===== src/rtl/addsub_seq_chunked.sv =====
// Multi-cycle WIDTH-bit adder/subtractor that ripples CHUNK bits per clock,
// LSB chunk first, with a start/busy/done handshake and carry/overflow/zero flags.
module addsub_seq_chunked #(
    parameter int WIDTH = 16,
    parameter int CHUNK = 4
) (
    input  logic             clk,
    input  logic             rst,
    input  logic             start,
    input  logic             sub,
    input  logic [WIDTH-1:0] A,
    input  logic [WIDTH-1:0] B,
    input  logic             Cin,
    output logic             busy,
    output logic             done,
    output logic [WIDTH-1:0] Sum,
    output logic             Cout,
    output logic             Ovf,
    output logic             Zero
);

    localparam int NCHUNK = WIDTH / CHUNK;
    localparam int IW     = (NCHUNK > 1) ? $clog2(NCHUNK) : 1;
    localparam logic [IW-1:0] LAST = IW'(NCHUNK - 1);

    typedef enum logic [1:0] {
        IDLE = 2'd0,
        RUN  = 2'd1,
        FIN  = 2'd2
    } state_t;

    state_t           state;
    logic [IW-1:0]    idx;
    logic [WIDTH-1:0] a_r;
    logic [WIDTH-1:0] b_r;     // B already inverted for subtract
    logic             carry;
    logic [WIDTH-1:0] res;     // partial result, never visible on Sum

    logic [31:0]      base;
    logic [CHUNK-1:0] a_slice;
    logic [CHUNK-1:0] b_slice;
    logic [CHUNK-1:0] s_slice;
    logic             c_out;
    logic             c_msb;
    logic [WIDTH-1:0] res_next;

    // NOTE: every signal gets a default at the top of always_comb so that no
    // path leaves it unassigned, which is what keeps this block latch-free.
    always_comb begin
        base     = 32'(idx) * CHUNK;
        a_slice  = a_r[base +: CHUNK];
        b_slice  = b_r[base +: CHUNK];
        {c_out, s_slice} = {1'b0, a_slice} + {1'b0, b_slice} + {{CHUNK{1'b0}}, carry};
        // Carry into the slice MSB recovered from the MSB sum bit.
        c_msb    = a_slice[CHUNK-1] ^ b_slice[CHUNK-1] ^ s_slice[CHUNK-1];
        res_next = res;
        res_next[base +: CHUNK] = s_slice;
    end

    // NOTE: sequential state uses non-blocking assignments only, so every
    // register here samples the pre-edge value of every other register.
    always_ff @(posedge clk) begin
        if (rst) begin
            // NOTE: operand and carry registers are reset too, not only the
            // control state, so a discarded run leaves nothing behind.
            state <= IDLE;
            idx   <= '0;
            a_r   <= '0;
            b_r   <= '0;
            carry <= 1'b0;
            res   <= '0;
            busy  <= 1'b0;
            done  <= 1'b0;
            Sum   <= '0;
            Cout  <= 1'b0;
            Ovf   <= 1'b0;
            Zero  <= 1'b0;
        end else begin
            done <= 1'b0;
            case (state)
                IDLE, FIN: begin
                    if (start) begin
                        a_r   <= A;
                        b_r   <= sub ? ~B : B;
                        carry <= Cin ^ sub;
                        idx   <= '0;
                        res   <= '0;
                        busy  <= 1'b1;
                        state <= RUN;
                    end else begin
                        state <= IDLE;
                    end
                end
                RUN: begin
                    res   <= res_next;
                    carry <= c_out;
                    if (idx == LAST) begin
                        Sum   <= res_next;
                        Cout  <= c_out;
                        Ovf   <= c_msb ^ c_out;
                        Zero  <= (res_next == '0);
                        busy  <= 1'b0;
                        done  <= 1'b1;
                        state <= FIN;
                    end else begin
                        idx <= idx + 1'b1;
                    end
                end
                default: state <= IDLE;
            endcase
        end
    end

endmodule


===== config.mk =====
export PLATFORM = sky130hd
export DESIGN_NAME = addsub_seq_chunked
export DESIGN_NICKNAME = d
export VERILOG_FILES = /design/src/rtl/addsub_seq_chunked.sv
export SDC_FILE = /design/constraint.sdc
export NUM_CORES = 1
export LEC_CHECK = 0
export CORE_MARGIN = 4
export CORE_UTILIZATION = 55
export CTS_CLUSTER_DIAMETER = 120
export CTS_CLUSTER_SIZE = 30
export DETAILED_ROUTE_END_ITERATION = 8
export DONT_BUFFER_PORTS = 1
export GPL_TIMING_DRIVEN = 0
export PLACE_DENSITY = 0.81
export SLEW_MARGIN = 20
export SYNTH_ARGS = -nofsm -noshare
export SYNTH_HDL_FRONTEND = slang
export SYNTH_SLANG_ARGS = --single-unit
export TNS_END_PERCENT = 1

===== constraint.sdc =====
create_clock -name clk -period 4.3 [get_ports clk]
set_input_delay 1.29 -clock clk [delete_from_list [all_inputs] [get_ports clk]]
set_output_delay 1.29 -clock clk [all_outputs]
set_load 0.05 [all_outputs]

==> impl_table.tex <==
\begin{tabular}{lr}
\hline
Metric & Value \\
\hline
\multicolumn{2}{l}{\textbf{STA}} \\
Time the final worst path needs with I/O delays and setup & 4.07 ns \\
Timing-limited maximum frequency & 0.246 GHz \\
Final Hold Fails & 0 \\
Unrepaired setup endpoints after global routing & false \\
Setup TNS after final layout & 0 ns \\
Transition time at the pin with the least slew margin & 0.709 ns \\
Final period utilization & 94.5\% \\
Final setup skew & 0.0107 ns \\
Worst Setup Slack, final & 0.235 ns \\
Final setup viols & 0 \\
Slew Limit Headroom & 52.7\% \\
Final-report max-slew violation count & 0 \\
\multicolumn{2}{l}{\textbf{Placement}} \\
Count of buffers inserted at the top-level ports & 0 \\
Final estimated routing congestion in global placement & 0.873 \\
Pre-CTS worst setup slack & -0.0890 ns \\
HPWL after detailed placement & 5710 um \\
Cell Area, Placed & 0.00346 sq mm \\
\multicolumn{2}{l}{\textbf{Synth}} \\
Synth top cells by count & sky130\_fd\_sc\_hd\_\_dfxtp\_1 (74), sky130\_fd\_sc\_hd\_\_nor2\_1 (50), sky130\_fd\_sc\_hd\_\_nand2\_1 (49) \\
Combined area of all synthesized cells & 0.00337 sq mm \\
Synth unique cells & 41 \\
Post-synthesis cell count & 377 \\
Asr flop ratio synth & 0\% \\
Synthesized area per cell & 8.94 sq um \\
Total of warnings raised by yosys & 0 \\
Net count after synthesis & 425 \\
\#FFs+latches synth & 74 \\
Synth area leader & sky130\_fd\_sc\_hd\_\_dfxtp\_1 \\
Most used flip-flop cell after synthesis & sky130\_fd\_sc\_hd\_\_dfxtp\_1 \\
Cell with the most instances after synthesis & sky130\_fd\_sc\_hd\_\_dfxtp\_1 \\
Number of enable-type register cells in the synthesized netlist & 0 \\
Cell types with the largest area share after synthesis & sky130\_fd\_sc\_hd\_\_dfxtp\_1 (44\%), sky130\_fd\_sc\_hd\_\_nor2\_1 (5.6\%), sky130\_fd\_sc\_hd\_\_nand2\_1 (5.5\%) \\
Area share of the largest cell type after synthesis & 44.0\% \\
Sequential area share after synthesis & 44.0\% \\
\multicolumn{2}{l}{\textbf{Floorplanning}} \\
Die Span Y & 86.3 um \\
Boundary pin count & 58 \\
Num rows & 28 \\
Effective utilization at floorplan & 56.9\% \\
Area of the die & 0.00744 sq mm \\
Area of the core region & 0.00592 sq mm \\
DIE WIDTH & 86.3 um \\
\multicolumn{2}{l}{\textbf{Worst hold path}} \\
Worst hold path type & flop to flop \\
\multicolumn{2}{l}{\textbf{CTS}} \\
Number of buffers between clock root and the deepest sink & 2 \\
Clock network latency to the later pin of the worst-skew pair & 0.35 ns \\
CTS Root Buffer Type & sky130\_fd\_sc\_hd\_\_clkbuf\_8 \\
Total clock sinks & 74 \\
\# H-tree levels & 3 \\
Number of buffers created by CTS & 9 \\
TritonCTS clock tree & built \\
Clock-pin slew reported for the worst setup and hold paths after clock tree synthesis & 0.08 ns \\
\multicolumn{2}{l}{\textbf{Routing}} \\
Met2 Routed Length & 3920 um \\
Average routed wire per standard cell & 16.8 um \\
Number of design rule violations left after detail routing & 0 \\
Per-cell via count in the routed design & 5.87 \\
Starting DRC count in detailed routing & 157 \\
Met1 routed wirelength after detailed routing & 3200 um \\
Via Count & 2747 \\
Routed length on met3 & 581 um \\
Top metal layer carrying routed signals & met4 \\
DRT antenna net count & 0 \\
Pre-Repair DR Iteration Count & 4 \\
Routed wire length & 7870 um \\
\multicolumn{2}{l}{\textbf{Worst setup path}} \\
Endpoint arrival time on the critical path & 4.36 ns \\
Critical path capture point type & flop \\
Worst path required time & 4.59 ns \\
Class of the most critical setup path & flop to flop \\
Register-to-register path setup slack & 0.23 ns \\
Highest net fanout along the worst path & 10 \\
Type of origin of the critical path & flop \\
\multicolumn{2}{l}{\textbf{Layout}} \\
Post-route standard cell area excluding fillers & 0.00373 sq mm \\
Final nets & 436 \\
Share of cells above drive strength 1 & 7.12\% \\
Synthesis-to-layout area growth & 10.8\% \\
Antenna Cells & 0 \\
Final cell utilization of the core & 63.1\% \\
\multicolumn{2}{l}{\textbf{GRT}} \\
Vias in the first global route & 2778 \\
Wire length of the first global-routing pass & 12900 um \\
Total GRT Usage & 22.2\% \\
Total gr overflow & 0 \\
Initial antenna violation count & 0 \\
Largest net degree at the start of global routing & 13 \\
\multicolumn{2}{l}{\textbf{Run}} \\
Number of maximum-capacitance constraint violations & 0 \\
\multicolumn{2}{l}{\textbf{Pwr}} \\
PwrDens & 444 mW/mm\^{}2 \\
Maximum vdd ir drop & 0.265 mV \\
Switching part of the total & 24.3\% \\
Net Sw Power & 0.403 mW \\
Relative contribution of the clock network to total power & 43.1\% \\
Seq pwr share & 44.2\% \\
Combinational share of power & 12.7\% \\
Tot Pwr & 1.66 mW \\
Static power due to leakage & 1.37 nW \\
Pint & 1.26 mW \\
\multicolumn{2}{l}{\textbf{Status}} \\
Result of the run & finished, final reports clean \\
\hline
\end{tabular}
[metrics by stage]
stage	cells	hold WS, ns
after global placement	452	0.439
after global routing	468	0.477
after CTS	468	0.459
after detailed placement	452	0.448
after floorplan	377	0.433
final	468	0.459
[state kept, by name, indices dropped and copies added, names as in the netlist]
signal,flops
b_r,16
state,2
carry,1
res,16
Ovf,1
done,1
idx,2
busy,1
a_r,16
Sum,16
Zero,1
Cout,1
[area by class of cell]
type / count / area [sq um]
Fill cell: 496 / 2190
Multi-Input combinational cell: 269 / 1750
Sequential cell: 74 / 1480
Clock buffer: 11 / 141
Clock inverter: 5 / 125
Buffer: 24 / 101
Tap cell: 75 / 93.8
Inverter: 10 / 37.5
[critical path, cell delays in order (launching register included)]
cell and delay, ns:
sky130_fd_sc_hd__dfxtp_1 0.39, sky130_fd_sc_hd__clkbuf_1 0.28, sky130_fd_sc_hd__clkbuf_4 0.34, sky130_fd_sc_hd__mux4_2 0.56, sky130_fd_sc_hd__fa_1 0.43, sky130_fd_sc_hd__inv_1 0.08, sky130_fd_sc_hd__fa_1 0.24, sky130_fd_sc_hd__nor2_1 0.11
sky130_fd_sc_hd__a41oi_1 0.43, sky130_fd_sc_hd__nand4b_1 0.15, sky130_fd_sc_hd__or4_1 0.55, sky130_fd_sc_hd__or3_1 0.32, sky130_fd_sc_hd__o21ai_1 0.12
[cells in the final DEF (no fill, tap or decap), types with 2 or more instances in the layout]
cell / synthesis / final
sky130_fd_sc_hd__a2bb2oi_1: 2 / 2
sky130_fd_sc_hd__nand3b_1: 2 / 2
sky130_fd_sc_hd__ha_1: 9 / 9
sky130_fd_sc_hd__a211oi_1: 16 / 16
sky130_fd_sc_hd__bufinv_16: 0 / 4
sky130_fd_sc_hd__a22o_1: 5 / 5
sky130_fd_sc_hd__nor2_1: 50 / 50
sky130_fd_sc_hd__and3b_1: 2 / 2
sky130_fd_sc_hd__mux4_2: 8 / 8
sky130_fd_sc_hd__clkbuf_1: 21 / 22
sky130_fd_sc_hd__a41oi_1: 2 / 2
sky130_fd_sc_hd__a22oi_1: 4 / 4
sky130_fd_sc_hd__xor2_1: 3 / 3
sky130_fd_sc_hd__o2bb2ai_1: 2 / 2
sky130_fd_sc_hd__inv_1: 10 / 10
sky130_fd_sc_hd__o21ai_0: 13 / 13
sky130_fd_sc_hd__a31oi_1: 8 / 8
sky130_fd_sc_hd__fa_1: 2 / 2
sky130_fd_sc_hd__a21oi_1: 35 / 35
sky130_fd_sc_hd__o22ai_1: 2 / 2
sky130_fd_sc_hd__clkbuf_8: 0 / 10
sky130_fd_sc_hd__nand2b_1: 3 / 3
sky130_fd_sc_hd__nand2_1: 49 / 49
sky130_fd_sc_hd__xnor2_1: 19 / 19
sky130_fd_sc_hd__dfxtp_1: 74 / 74
sky130_fd_sc_hd__nor2b_1: 18 / 18
[path summary, 6_finish.rpt]
path / to / cells after the start / start
hold reg to reg: a_r[2]$_SDFFE_PP0P_ / 2 / a_r[2]$_SDFFE_PP0P_
setup reg to reg: Zero$_SDFFE_PP0P_ / 12 / idx[0]$_SDFFE_PP0P_
setup / recovery: Zero$_SDFFE_PP0P_ / 12 / idx[0]$_SDFFE_PP0P_
hold / removal: a_r[2]$_SDFFE_PP0P_ / 2 / a_r[2]$_SDFFE_PP0P_
[power groups by stage]
stage	clock (mW)	sequential, mW	combinational, mW
after floorplan	0	0.743	0.160
after global placement	0	0.747	0.203
after detailed placement	0	0.748	0.208
after CTS	0.715	0.733	0.209
after global routing	0.747	0.735	0.234
final	0.714	0.733	0.211
[cell families (layout without fill, tap and decap cells)]
family          after synthesis  in the layout  synth area share, %
fa+ha+maj                    11             11                 4.53
xor+xnor                     22             22                 5.72
buf+inv                      34             50                 4.01
flops                        74             74                 44.0
mux                           8              8                 5.35
compound gates               96             96                 18.2
simple gates                132            132                 18.3
[metal layers]
metal,track usage (%),up-vias
met2,37.4,97
met5,0,-
met3,8.46,11
met1,25.1,1309
met4,9.77,0
li1,-,1330
[timing repair]
item,4_1_cts,5_1_grt
setup endpoints to repair,1,1
buffers inserted,0,0
hold buffers,0,0
gates cloned,0,0
resized for setup,1,1
(Power assumes the default switching activity.)
